$ cat src/rtl/instr_fetch_seq.sv
// instr_fetch_seq: fetch sequencer feeding the decode stage.
// Owns the fetch PC, reads a 32-word instruction array and presents one
// registered instruction per cycle under a valid/ready handshake.
// Handles redirects (branch/jump/restart) and stops on a halt opcode.
// Optional build macro: STALL_COUNT_EN adds a saturating stall_cycles counter.
module instr_fetch_seq #(
    parameter int                WORD_W      = 20,
    parameter int                IMEM_DEPTH  = 32,
    parameter int                ADDR_W      = 5,
    parameter int                HALT_OPCODE = 31,
    parameter logic [WORD_W-1:0] RESET_PC    = '0
) (
    input  logic                              clk,
    input  logic                              rst,
    input  logic [IMEM_DEPTH-1:0][WORD_W-1:0] imem,
    input  logic                              redirect_en,
    input  logic [WORD_W-1:0]                 redirect_pc,
    input  logic                              instr_ready,
    output logic                              instr_valid,
    output logic [WORD_W-1:0]                 instr,
    output logic [WORD_W-1:0]                 pc,
`ifdef STALL_COUNT_EN
    output logic [15:0]                       stall_cycles,
`endif
    output logic                              halted
);

    typedef enum logic [1:0] {
        IDLE  = 2'd0,
        FETCH = 2'd1,
        HALT  = 2'd2
    } fetchState_t;

    fetchState_t       stateReg;
    logic [WORD_W-1:0] fetchPc;

    // Combinational memory lookups; only the low index bits of a PC select a word
    logic [WORD_W-1:0] redirectWord;
    logic [WORD_W-1:0] resetWord;
    logic [WORD_W-1:0] nextWord;
    logic              isHaltWord;
    logic              transfer;

    assign redirectWord = imem[redirect_pc[ADDR_W-1:0]];
    assign resetWord    = imem[RESET_PC[ADDR_W-1:0]];
    assign nextWord     = imem[fetchPc[ADDR_W-1:0]];
    assign isHaltWord   = (instr[4:0] == 5'(HALT_OPCODE));
    assign transfer     = instr_valid & instr_ready;

    // Fetch FSM: redirect has top priority, then the per-state behaviour
    always_ff @(posedge clk or posedge rst) begin
        if (rst) begin
            stateReg    <= IDLE;
            fetchPc     <= RESET_PC;
            instr_valid <= 1'b0;
            instr       <= '0;
            pc          <= '0;
            halted      <= 1'b0;
        end else if (redirect_en) begin
            // Any word still waiting for decode is dropped here
            stateReg    <= FETCH;
            instr       <= redirectWord;
            pc          <= redirect_pc;
            instr_valid <= 1'b1;
            fetchPc     <= redirect_pc + 1'b1;
            halted      <= 1'b0;
        end else begin
            case (stateReg)
                IDLE: begin
                    stateReg    <= FETCH;
                    instr       <= resetWord;
                    pc          <= RESET_PC;
                    instr_valid <= 1'b1;
                    fetchPc     <= RESET_PC + 1'b1;
                end
                FETCH: begin
                    if (transfer) begin
                        if (isHaltWord) begin
                            // Halt word was consumed; instr/pc keep it visible
                            stateReg    <= HALT;
                            instr_valid <= 1'b0;
                            halted      <= 1'b1;
                        end else begin
                            instr   <= nextWord;
                            pc      <= fetchPc;
                            fetchPc <= fetchPc + 1'b1;
                        end
                    end
                    // Stall: everything holds so instr stays bit-stable
                end
                HALT: begin
                    instr_valid <= 1'b0;
                end
                default: begin
                    stateReg    <= IDLE;
                    instr_valid <= 1'b0;
                end
            endcase
        end
    end

`ifdef STALL_COUNT_EN
    // Count cycles where decode back-pressures a live word, saturating
    always_ff @(posedge clk or posedge rst) begin
        if (rst) begin
            stall_cycles <= '0;
        end else if (instr_valid && !instr_ready && (stall_cycles != 16'hFFFF)) begin
            stall_cycles <= stall_cycles + 16'd1;
        end
    end
`endif

endmodule

$ cat config.mk
export PLATFORM = sky130hd
export DESIGN_NAME = instr_fetch_seq
export DESIGN_NICKNAME = d
export VERILOG_FILES = /design/src/rtl/instr_fetch_seq.sv
export SDC_FILE = /design/constraint.sdc
export NUM_CORES = 1
export LEC_CHECK = 0
export BUFFER_PORTS_ARGS = -buffer_cell sky130_fd_sc_hd__buf_2
export CORE_AREA = 5 5 271 273
export DETAILED_ROUTE_END_ITERATION = 6
export DIE_AREA = 0 0 276 278
export PLACE_DENSITY = 0.44
export SLEW_MARGIN = 5
export SYNTH_ARGS = -nofsm -noshare
export SYNTH_HDL_FRONTEND = slang
export SYNTH_SLANG_ARGS = --single-unit
$ cat constraint.sdc
create_clock -name clk -period 2.52 [get_ports clk]
set_input_delay 0.378 -clock clk [delete_from_list [all_inputs] [get_ports clk]]
set_output_delay 0.378 -clock clk [all_outputs]
set_load 0.01 [all_outputs]
==> summary.txt, run 1 <==
Drt
  – Vias post-DR: between 15,000 and 20,000
  – Wirelength, routed: between 90 and 100 mm
  – Count of routing violations after the opening detailed-route iteration: 1,624
  – First drt pass iteration count: 5
  – Post-route ant nets: 0
  – Wire length per cell: between 30 and 40 um
  – Remaining routing DRC violations: 0
  – Number of vias per cell after detailed routing: ~5.5

Final layout
  – Number of nets in the finished design: between 2,000 and 3,000
  – Commonest cells after routing, fill and taps aside: sky130_fd_sc_hd__buf_2, sky130_fd_sc_hd__mux4_2, sky130_fd_sc_hd__buf_4
  – Growth of design area from synthesis to finish: 42.6%
  – Finished Layout Cells: around 3,000
  – Fraction of final layout cells with drive strength greater than 1: 0.603
  – Leading cell type in the layout, fill and taps excluded: sky130_fd_sc_hd__buf_2

Synth
  – Most frequently used flop master after synthesis: sky130_fd_sc_hd__dfrtp_1
  – Multiplexer share of the synthesized area: 0.577
  – Total number of yosys warnings: 0
  – Simple-gate share of the synthesized area: 0.108
  – Post-Syn Area: ~14,000 um2
  – Top cell type's share of synthesized area: 0.495
  – Number of flops mapped to enable cells by yosys: 0
  – Synth Area in XOR/XNOR: 0.0114
  – Mean post-synth cell area: approximately 11 um2
  – Fraction of registers with async set or reset after synthesis: 1.00
  – Number of unique standard cell types used by synthesis: 59
  – Main combinational cell family by area after synthesis: multiplexers
  – Post-synthesis sequential area ratio: 0.116
  – Gate Count Post-Synth: 1,261
  – Net count of the mapped netlist: 1,927
  – Synth Area in Adders: 0.00181
  – Flop and latch count out of synthesis: 64
  – Leading area contributor after synthesis: sky130_fd_sc_hd__mux4_2
  – Share of the synthesized area in compound gates (AO/OA/AOI/OAI): 0.134
  – Top cells by area, synth: sky130_fd_sc_hd__mux4_2, sky130_fd_sc_hd__dfrtp_1, sky130_fd_sc_hd__mux2i_1, sky130_fd_sc_hd__a22oi_1, sky130_fd_sc_hd__nor2_1

Timing
  – Final number of max-transition violations: 0
  – Final worst path period share: 0.955
  – Final setup skew: about 12 ps
  – Maximum operating frequency: between 400 and 500 MHz
  – Hold violation total from the final report: 0
  – Unrepaired setup endpoints after global routing: no
  – Minimum period implied by the final worst setup slack: between 2000 and 2500 ps
  – Setup Viol. Count Final: 0
  – Max transition margin: 0.557
  – Transition at the pin with the smallest max-transition slack: between 600 and 700 ps
  – Total negative setup slack: 0 ps

Critical path
  – Category of the worst setup path launch point: register
  – Worst endpoint data arrival time: 2670 ps
  – Crit path required time: 2780 ps
  – Critical path fanouts, max: 26
  – Endpoint class of the critical path: register
  – Worst setup path class: register to register

Floorplanning
  – Row cnt: 98
  – Die X: about 280 um
  – Area of the die: between 70,000 and 80,000 um2
  – Core area: 70,900 um2
  – # IOs: approximately 700
  – Die Y: ~280 um
  – Initial standard-cell utilization of the core: 0.195

Power
  – Total Power: between 10,000 and 15,000 uW
  – Worst ir drop on vdd: about 0.38 mV
  – Power density over cell area: ~530 nW/um2
  – Leak Pwr: slightly above 0.008 uW

Clock network
  – # clock sinks: 64
  – Clock latency of the later-clocked register in the worst-skew pair: 380 ps
  – Clock tree root buffer cell: sky130_fd_sc_hd__clkbuf_16
  – H-tree lvl count: 3
  – TritonCTS Buffers: 9
  – Max Buffers Root-to-Sink: 2
  – Clock slew at the register clock pins of the worst setup and hold paths: approximately 70 ps
  – TritonCTS clock tree: yes

Place
  – Placed cells: about 3,000
  – Hpwl dp: a little over 80 mm
  – Quantity of I/O buffers inserted on ports: just over 700
  – Routability congestion estimate from global placement: around 0.97

Min path
  – Hold crit path type: input pin to register

GRT
  – Total gr overflow: 0
  – Largest net degree at the start of global routing: 57
  – Antenna violations before repair: 34
  – Vias in the first global route: roughly 17,000
  – Wire length of the first global-routing pass: 133 mm
  – Total routing resource utilization after global routing: 0.236

Outcome
  – Result of the run: completed

Flow run
  – MaxCap Viol Count: 0
-- Yosys cell counts, types with 7 or more instances --
cell	count
sky130_fd_sc_hd__a21oi_1	58
sky130_fd_sc_hd__a221oi_1	12
sky130_fd_sc_hd__a22oi_1	50
sky130_fd_sc_hd__a31oi_1	20
sky130_fd_sc_hd__and3_1	13
sky130_fd_sc_hd__buf_1	9
sky130_fd_sc_hd__buf_2	63
sky130_fd_sc_hd__buf_4	16
sky130_fd_sc_hd__clkbuf_1	54
sky130_fd_sc_hd__dfrtp_1	64
sky130_fd_sc_hd__inv_1	10
sky130_fd_sc_hd__mux2_2	7
sky130_fd_sc_hd__mux2i_1	105
sky130_fd_sc_hd__mux4_2	303
sky130_fd_sc_hd__nand2_1	80
sky130_fd_sc_hd__nand2b_1	9
sky130_fd_sc_hd__nand3_1	49
sky130_fd_sc_hd__nand4_1	12
sky130_fd_sc_hd__nor2_1	98
sky130_fd_sc_hd__nor2b_1	9
sky130_fd_sc_hd__nor3_1	23
sky130_fd_sc_hd__o21ai_0	69
sky130_fd_sc_hd__o221ai_1	8
sky130_fd_sc_hd__o22ai_1	32
sky130_fd_sc_hd__o311ai_0	8
sky130_fd_sc_hd__xnor2_1	9
sky130_fd_sc_hd__xor2_1	9
-- where the power goes --
part           switching, uW  total, uW  internal [uW]
Sequential               360       1680           1320
Clock                    634       1360            722
Combinational           3890       7460           3570
Total                   4880      10500           5610
-- final timing paths --
path,startpoint,to,slack [ps],cells after the start
setup / recovery,fetchPc[0],instr[1],110,6
max in group asynchronous,rst,instr[5],1510,4
min in group asynchronous,rst,instr[13],450,3
setup reg to reg,fetchPc[0],instr[1],110,6
hold reg to reg,pc[10],pc[10],480,2
hold / removal,redirect_pc[19],pc[19],310,3
-- cell families (layout without fill, tap and decap cells) --
group,Yosys count,in the layout
flip-flops,64,64
AO/OA/AOI/OAI,289,289
adder cells (fa/ha/maj),2,2
other,0,24
XOR/XNOR,18,18
buffers and inverters,155,883
AND/OR/NAND/NOR,318,318
multiplexers,415,415
-- per-stage QoR --
step	util	hold slack, ps	worst slack, ps	instance area (um2)
after floorplan	-	473	261	13800
after global placement	0.272	271	-172	19300
after detailed placement	0.272	268	-263	19300
after CTS	0.276	291	15.7	19600
after global routing	0.277	320	7.30	19600
final	0.278	309	113	19700
-- what timing repair did --
item                                    in CTS  in global routing
endpoints found under the hold margin        2                  0
endpoints found under the setup margin       3                  4
buffers inserted                             0                  4
hold buffers                                 1                  0
resized for setup                            5                  0
pin swaps                                    0                  0
-- per-layer routing --
metal,vias to the layer above,share of wire,track usage
li1,6802,-,-
met1,8382,0.41,0.311
met2,929,0.50,0.408
met3,95,0.080,0.0561
met4,18,0.013,0.0351
met5,-,0.0013,0
-- critical path, cell delays in order, from the launching register on --
cell                      delay (ps)
sky130_fd_sc_hd__dfrtp_4         480
sky130_fd_sc_hd__buf_12          140
sky130_fd_sc_hd__buf_12          220
sky130_fd_sc_hd__mux4_2          600
sky130_fd_sc_hd__a22oi_2         310
sky130_fd_sc_hd__nand4_1         160
sky130_fd_sc_hd__o41a_1          320
-- registers in the layout, indices dropped and copies added (netlist names) --
name,count
fetchPc,20
instr,20
pc,20
stateReg,2
halted,1
instr_valid,1
-- layout make-up --
type	count	area [um2]
antenna	24	60.1
clock buffer	12	256
clock inverter	4	28.8
fill	7661	51200
inverter	13	50.0
multi-input combinational	1042	11500
sequential	64	1620
tap	950	1190
timing repair buffer	854	4960
Power figures use the tool's default switching activity.
==> inputs of run 2 (changes only) <==
--- a/config.mk
+++ b/config.mk
@@ -6,9 +6,9 @@
 export NUM_CORES = 1
 export LEC_CHECK = 0
 export BUFFER_PORTS_ARGS = -buffer_cell sky130_fd_sc_hd__buf_2
-export CORE_AREA = 5 5 271 273
+export CORE_AREA = 5 5 273 275
 export DETAILED_ROUTE_END_ITERATION = 6
-export DIE_AREA = 0 0 276 278
+export DIE_AREA = 0 0 278 280
 export PLACE_DENSITY = 0.44
 export SLEW_MARGIN = 5
 export SYNTH_ARGS = -nofsm -noshare
==> run 2 against run 1 <==
Against the previous run:
- core utilization shrank 0.32 points
- non-clock buffer count grew 2
- largest cell class unchanged
- combinational power grew 0.9%
- global-route usage is essentially flat
- clock-buffer cell count shrank 2
- critical path depth shrank 1
- first-iteration DRC count shrank 14%
- via count grew 0.58%
- critical path type unchanged
- largest power group unchanged
==> summary.txt, run 2 (same netlist as run 1, synthesis figures left out) <==
GRT
  – Largest net degree at the start of global routing: a little over 60
  – Grt met1 use: 0.318
  – Busiest metal layer after global routing: met2
  – Antenna violations before repair: 36
  – Routing usage on met3: 0.0548
  – Total gr overflow: 0
  – Wire length of the first global-routing pass: 133 mm
  – Total routing resource utilization after global routing: 0.236
  – Global-route track usage on met2: 0.399
  – Vias in the first global route: around 17,000

Power
  – Leak Pwr: about 0.0083 uW
  – Worst ir drop on vdd: 0.318 mV
  – Power density over cell area: between 500 and 600 nW/um2

Critical path
  – Endpoint class of the critical path: register
  – Crit path required time: 2790 ps
  – Worst endpoint data arrival time: 2680 ps
  – Critical path fanouts, max: 11
  – Worst setup path class: register to register
  – Category of the worst setup path launch point: register
  – Start of the worst register-to-register path: fetchPc[0]
  – Critical path startpoint: fetchPc[0]

Drt
  – Wire length per cell: between 30 and 40 um
  – First drt pass iteration count: 5
  – Wirelength, routed: 96.8 mm
  – Remaining routing DRC violations: 0
  – Vias post-DR: 16,300
  – Count of routing violations after the opening detailed-route iteration: roughly 1,400
  – Number of vias per cell after detailed routing: 5.49
  – Post-route ant nets: 0

Floorplanning
  – Die Y: 280 um
  – Core area: between 70,000 and 80,000 um2
  – Die X: 278 um
  – # IOs: 706
  – Area of the die: between 70,000 and 80,000 um2
  – Row cnt: slightly below 100
  – Initial standard-cell utilization of the core: 0.191

Timing
  – Final worst path period share: 0.960
  – Transition at the pin with the smallest max-transition slack: between 800 and 900 ps
  – Minimum period implied by the final worst setup slack: 2420 ps
  – Final setup skew: around 9.2 ps
  – Max transition margin: 0.414
  – Final-layout worst hold slack: roughly 93 ps
  – Unrepaired setup endpoints after global routing: no
  – Total negative setup slack: 0 ps
  – Hold violation total from the final report: 0
  – Setup Viol. Count Final: 0
  – Maximum operating frequency: around 410 MHz
  – Final number of max-transition violations: 0

Clock network
  – Number of buffers added to fix hold violations after cts: 0
  – Clock latency of the later-clocked register in the worst-skew pair: 380 ps
  – Clock slew at the register clock pins of the worst setup and hold paths: 70 ps
  – Max Buffers Root-to-Sink: 2
  – TritonCTS Buffers: 9
  – # clock sinks: 64
  – Clock tree root buffer cell: sky130_fd_sc_hd__clkbuf_16
  – TritonCTS clock tree: yes
  – H-tree lvl count: 3

Place
  – Quantity of I/O buffers inserted on ports: between 700 and 800
  – Routability congestion estimate from global placement: 0.960
  – Hpwl dp: between 80 and 90 mm

Final layout
  – Leading cell type in the layout, fill and taps excluded: sky130_fd_sc_hd__buf_2
  – Fillers: slightly below 8,000
  – Registers with the highest flip-flop counts: fetchPc x20, instr x20, pc x20
  – Fraction of final layout cells with drive strength greater than 1: 0.603
  – Commonest cells after routing, fill and taps aside: sky130_fd_sc_hd__buf_2, sky130_fd_sc_hd__mux4_2, sky130_fd_sc_hd__buf_4
  – Number of nets in the finished design: approximately 2,700
  – Growth of design area from synthesis to finish: 43.4%

Min path
  – Hold crit path type: input pin to async pin

Outcome
  – Result of the run: completed

Flow run
  – MaxCap Viol Count: 0
==> run 2: changes by cell type in the layout (fill, tap and decap cells not counted), moves of 2 or more <==
| cell | previous run | this run |
|---|---|---|
| sky130_fd_sc_hd__diode_2 | 24 | 20 |
| sky130_fd_sc_hd__buf_4 | 126 | 128 |
| sky130_fd_sc_hd__bufinv_16 | 0 | 4 |
| sky130_fd_sc_hd__clkinvlp_4 | 2 | 0 |
==> run 2: path summary, 6_finish.rpt <==
path                        endpoint  slack (ps)  cells past startpoint
setup / recovery            instr[1]         100                      5
hold / removal                 pc[5]          90                      2
setup reg to reg            instr[1]         100                      5
hold reg to reg                pc[8]         470                      2
max in group asynchronous  instr[15]        1710                      3
min in group clk              pc[19]         310                      3
==> run 2: through the flow <==
step | area, um2 | cells | utilization | worst slack (ps) | power [uW]
5_1_grt | 19800 | 2956 | 0.274 | 17.2 | 11500
3_3_place_gp | 19300 | 2924 | 0.267 | 54.5 | 9080
2_1_floorplan | 13800 | 1261 | - | 261 | 5900
6_report | 19800 | 2970 | 0.274 | 101 | 10900
3_5_place_dp | 19300 | 2924 | 0.267 | 26.2 | 9120
4_1_cts | 19600 | 2940 | 0.272 | 55.1 | 10900
==> run 2: cell type report <==
cell class	count	area (um2)	area share
multi-input cells	1042	11500	0.581
repair buffers	856	5000	0.253
flip-flops and latches	64	1620	0.0816
well taps	959	1200	0.0606
clock buffers	10	239	0.0121
clock inverters	6	130	0.00658
inverters	13	50.0	0.00253
diodes	20	50.0	0.00253
==> run 2: report_power, final <==
part           switching (uW)  internal [uW]
clock                     599           1090
sequential                377           1320
combinational            3920           3610
total                    4900           6020
==> run 2: what timing repair did <==
item / in CTS / in global routing
setup buffers: 0 / 10
endpoints found under the setup margin: 0 / 14
gates resized for setup: 0 / 2
==> run 2: routing by layer <==
metal	wire [um]	part of all wire
met1	40700	0.42
met2	47300	0.49
met3	7050	0.073
met4	1570	0.016
met5	95	0.00098
==> run 2: worst max-delay path: stages (launching register included) <==
cell and delay [ps]:
sky130_fd_sc_hd__dfrtp_4 550, sky130_fd_sc_hd__buf_4 170, sky130_fd_sc_hd__mux4_2 490, sky130_fd_sc_hd__mux4_2 490, sky130_fd_sc_hd__and2_0 190, sky130_fd_sc_hd__o41a_1 410
==> inputs of run 3 (changes only) <==
--- a/config.mk
+++ b/config.mk
@@ -5,11 +5,12 @@
 export SDC_FILE = /design/constraint.sdc
 export NUM_CORES = 1
 export LEC_CHECK = 0
+export ABC_AREA = 1
 export BUFFER_PORTS_ARGS = -buffer_cell sky130_fd_sc_hd__buf_2
-export CORE_AREA = 5 5 273 275
+export CORE_AREA = 5 5 270 272
 export DETAILED_ROUTE_END_ITERATION = 6
-export DIE_AREA = 0 0 278 280
-export PLACE_DENSITY = 0.44
+export DIE_AREA = 0 0 275 277
+export PLACE_DENSITY = 0.53
 export SLEW_MARGIN = 5
 export SYNTH_ARGS = -nofsm -noshare
 export SYNTH_HDL_FRONTEND = slang
==> run 3 against run 2 <==
Against the previous run:
- the run now ends with design-rule violations left
- wire length grew 26%
- sequential share of layout area fell by 1.5 points
- non-clock buffer count down 60
- cell count increased by 90%
- combinational power increased by 7.2%
- critical path depth up 6
- via count rose by 73%
- clock power is 13% lower
- register-to-register slack better by 100 ps
- critical path type unchanged
- critical endpoint is now instr[7]
==> summary.txt, run 3 <==
Outcome
  – Result of the run: finished with violations
  – Failing checks: design-rule violations

Synth
  – Net count of the mapped netlist: roughly 4,800
  – Most frequently used flop master after synthesis: sky130_fd_sc_hd__dfrtp_1
  – Synth Area in Adders: 0.00130
  – Synth Area in XOR/XNOR: 0.00410
  – Top cell type's share of synthesized area: 0.336
  – Number of flops mapped to enable cells by yosys: 0
  – Flop and latch count out of synthesis: 64
  – Multiplexer share of the synthesized area: 0
  – Total number of yosys warnings: 0
  – Main combinational cell family by area after synthesis: simple AND/OR/NAND/NOR gates
  – Fraction of registers with async set or reset after synthesis: 1.00
  – Post-Syn Area: roughly 19,000 um2
  – Top cells by area, synth: sky130_fd_sc_hd__nand2_1, sky130_fd_sc_hd__nand3_1, sky130_fd_sc_hd__inv_1, sky130_fd_sc_hd__dfrtp_1, sky130_fd_sc_hd__buf_2
  – Number of unique standard cell types used by synthesis: 35
  – Leading area contributor after synthesis: sky130_fd_sc_hd__nand2_1
  – Simple-gate share of the synthesized area: 0.584
  – Mean post-synth cell area: about 4.7 um2
  – Post-synthesis sequential area ratio: 0.0833
  – Synth cell count leaders: sky130_fd_sc_hd__nand2_1, sky130_fd_sc_hd__inv_1, sky130_fd_sc_hd__nand3_1, sky130_fd_sc_hd__nor2_1, sky130_fd_sc_hd__buf_2
  – Gate Count Post-Synth: 4,132
  – Share of the synthesized area in compound gates (AO/OA/AOI/OAI): 0.103
  – Most instantiated library cell after synthesis: sky130_fd_sc_hd__nand2_1

Clock network
  – Number of gates resized after cts: 0
  – Clock tree root buffer cell: sky130_fd_sc_hd__clkbuf_16
  – Number of buffers added to fix hold violations after cts: 0
  – TritonCTS Buffers: 9
  – Clock slew at the register clock pins of the worst setup and hold paths: 70 ps
  – Clock latency of the later-clocked register in the worst-skew pair: 360 ps
  – Post-CTS setup repair buffer count: 0
  – Max Buffers Root-to-Sink: 2
  – # clock sinks: 64
  – H-tree lvl count: 3
  – TritonCTS clock tree: yes

Drt
  – Wirelength, routed: ~120 mm
  – First drt pass iteration count: 7
  – Vias post-DR: between 20,000 and 30,000
  – Remaining routing DRC violations: 2
  – Wire length per cell: about 22 um
  – Number of vias per cell after detailed routing: approximately 5.0
  – Post-route ant nets: 0
  – Count of routing violations after the opening detailed-route iteration: approximately 3,200

Critical path
  – Setup slack, reg-to-reg: between 200 and 250 ps
  – Delay contributed by the slowest stage of the critical path: around 550 ps
  – Worst path cell trace: inv_8, buf_12, nand2_1, nand3_1, nand3_1, nand3_1, nand2_1, nand2_1, nand3_1, nor2_1, nor2_1
  – Worst Setup EP: instr[7]
  – Critical path fanouts, max: 41
  – Endpoint class of the critical path: register
  – Count of cells along the worst register-to-register path: 11
  – Worst endpoint data arrival time: 2560 ps
  – Worst setup path class: register to register
  – Worst reg2reg path endpoint: instr[7]
  – Crit path required time: 2760 ps
  – Cell seen most often among critical-path stages: sky130_fd_sc_hd__nand3_1
  – Buf/Inv on CP: 2
  – CP top delay family: simple AND/OR/NAND/NOR gates
  – Critical path startpoint: fetchPc[0]
  – Category of the worst setup path launch point: register
  – Critical-path top delay cell: sky130_fd_sc_hd__dfrtp_4
  – Number of stages on the worst setup path: 11
  – Start of the worst register-to-register path: fetchPc[0]

GRT
  – Vias in the first global route: 26,500
  – Total gr overflow: 0
  – Wire length of the first global-routing pass: between 150 and 200 mm
  – Largest net degree at the start of global routing: ~110
  – Total routing resource utilization after global routing: 0.301
  – Antenna violations before repair: 39

Place
  – Routability congestion estimate from global placement: between 0.9 and 1
  – Hpwl dp: between 90 and 100 mm
  – Worst setup slack after placement: 264 ps
  – Quantity of I/O buffers inserted on ports: 705
  – Placed standard-cell area: 23,600 um2

Floorplanning
  – Row cnt: 98
  – # IOs: 706
  – Area of the die: 76,200 um2
  – Core area: between 70,000 and 80,000 um2
  – Die X: approximately 280 um
  – Die Y: approximately 280 um
  – Initial standard-cell utilization of the core: 0.273

Power
  – Worst ir drop on vdd: 0.398 mV
  – Total Power: about 11,000 uW
  – Power density over cell area: between 400 and 500 nW/um2
  – Leak Pwr: 0.0148 uW

Flow run
  – MaxCap Viol Count: 0

Timing
  – Maximum operating frequency: approximately 430 MHz
  – Final worst path period share: 0.920
  – Transition at the pin with the smallest max-transition slack: 1000 ps
  – Unrepaired setup endpoints after global routing: no
  – Total negative setup slack: 0 ps
  – Minimum period implied by the final worst setup slack: about 2300 ps
  – Min setup slack post-route: 203 ps
  – Max transition margin: 0.328
  – Hold violation total from the final report: 0
  – Setup Viol. Count Final: 0
  – Final setup skew: just over 9 ps
  – Final number of max-transition violations: 0

Final layout
  – Growth of design area from synthesis to finish: 24.9%
  – Number of nets in the finished design: around 5,300
  – Fraction of final layout cells with drive strength greater than 1: 0.186
  – Leading cell type in the layout, fill and taps excluded: sky130_fd_sc_hd__nand2_1
  – Final standard cell area without fillers: between 20,000 and 25,000 um2
  – Registers with the highest flip-flop counts: fetchPc x20, instr x20, pc x20
  – Commonest cells after routing, fill and taps aside: sky130_fd_sc_hd__nand2_1, sky130_fd_sc_hd__nand3_1, sky130_fd_sc_hd__inv_1

Min path
  – Hold crit path type: input pin to async pin
run 3: tightest hold or removal path, stage by stage:
cell	delay, ps
sky130_fd_sc_hd__buf_2	100
sky130_fd_sc_hd__inv_2	60
sky130_fd_sc_hd__buf_12	340
run 3: cell type report:
class                   count  area [um2]
diodes                     21        52.6
clock buffers              10         239
clock inverters             6        91.3
fillers                  8407       46500
inverters                 736        2790
multi-input cells        3049       13300
flip-flops and latches     64        1610
well taps                 950        1190
repair buffers            796        4700
run 3: power by group:
group / internal [uW] / switching [uW] / total [uW]
registers: 1240 / 251 / 1490
logic: 2610 / 5460 / 8070
clock network: 900 / 571 / 1470
total: 4750 / 6280 / 11000
run 3: per-layer routing:
layer  track usage  wire [um]
met1         0.409      52400
met2         0.485      54800
met3        0.0425       9830
met4         0.107       4520
met5             0        128
run 3: worst min-delay path by stage:
stage          slack [ps]  cells past startpoint          end        start
6_report              110                      3        pc[6]          rst
5_1_grt               150                      3        pc[2]          rst
4_1_cts               130                      3        pc[2]          rst
3_5_place_dp          470                      2       pc[17]       pc[17]
3_3_place_gp          470                      2       pc[16]       pc[16]
2_1_floorplan         480                      1  stateReg[1]  stateReg[0]
run 3: per-stage QoR:
stage | cells | util | hold slack (ps)
3_3_place_gp | 5595 | 0.335 | 467
2_1_floorplan | 4132 | - | 478
6_report | 5632 | 0.341 | 114
5_1_grt | 5630 | 0.341 | 147
4_1_cts | 5611 | 0.340 | 132
3_5_place_dp | 5595 | 0.335 | 468
run 3: cell families after synthesis:
group | after synthesis
and+or+nand+nor | 2713
buffers and inverters | 1019
AOI/OAI and AO/OA | 325
DFF | 64
xor gates and xnor gates | 9
adders and majority gates | 2
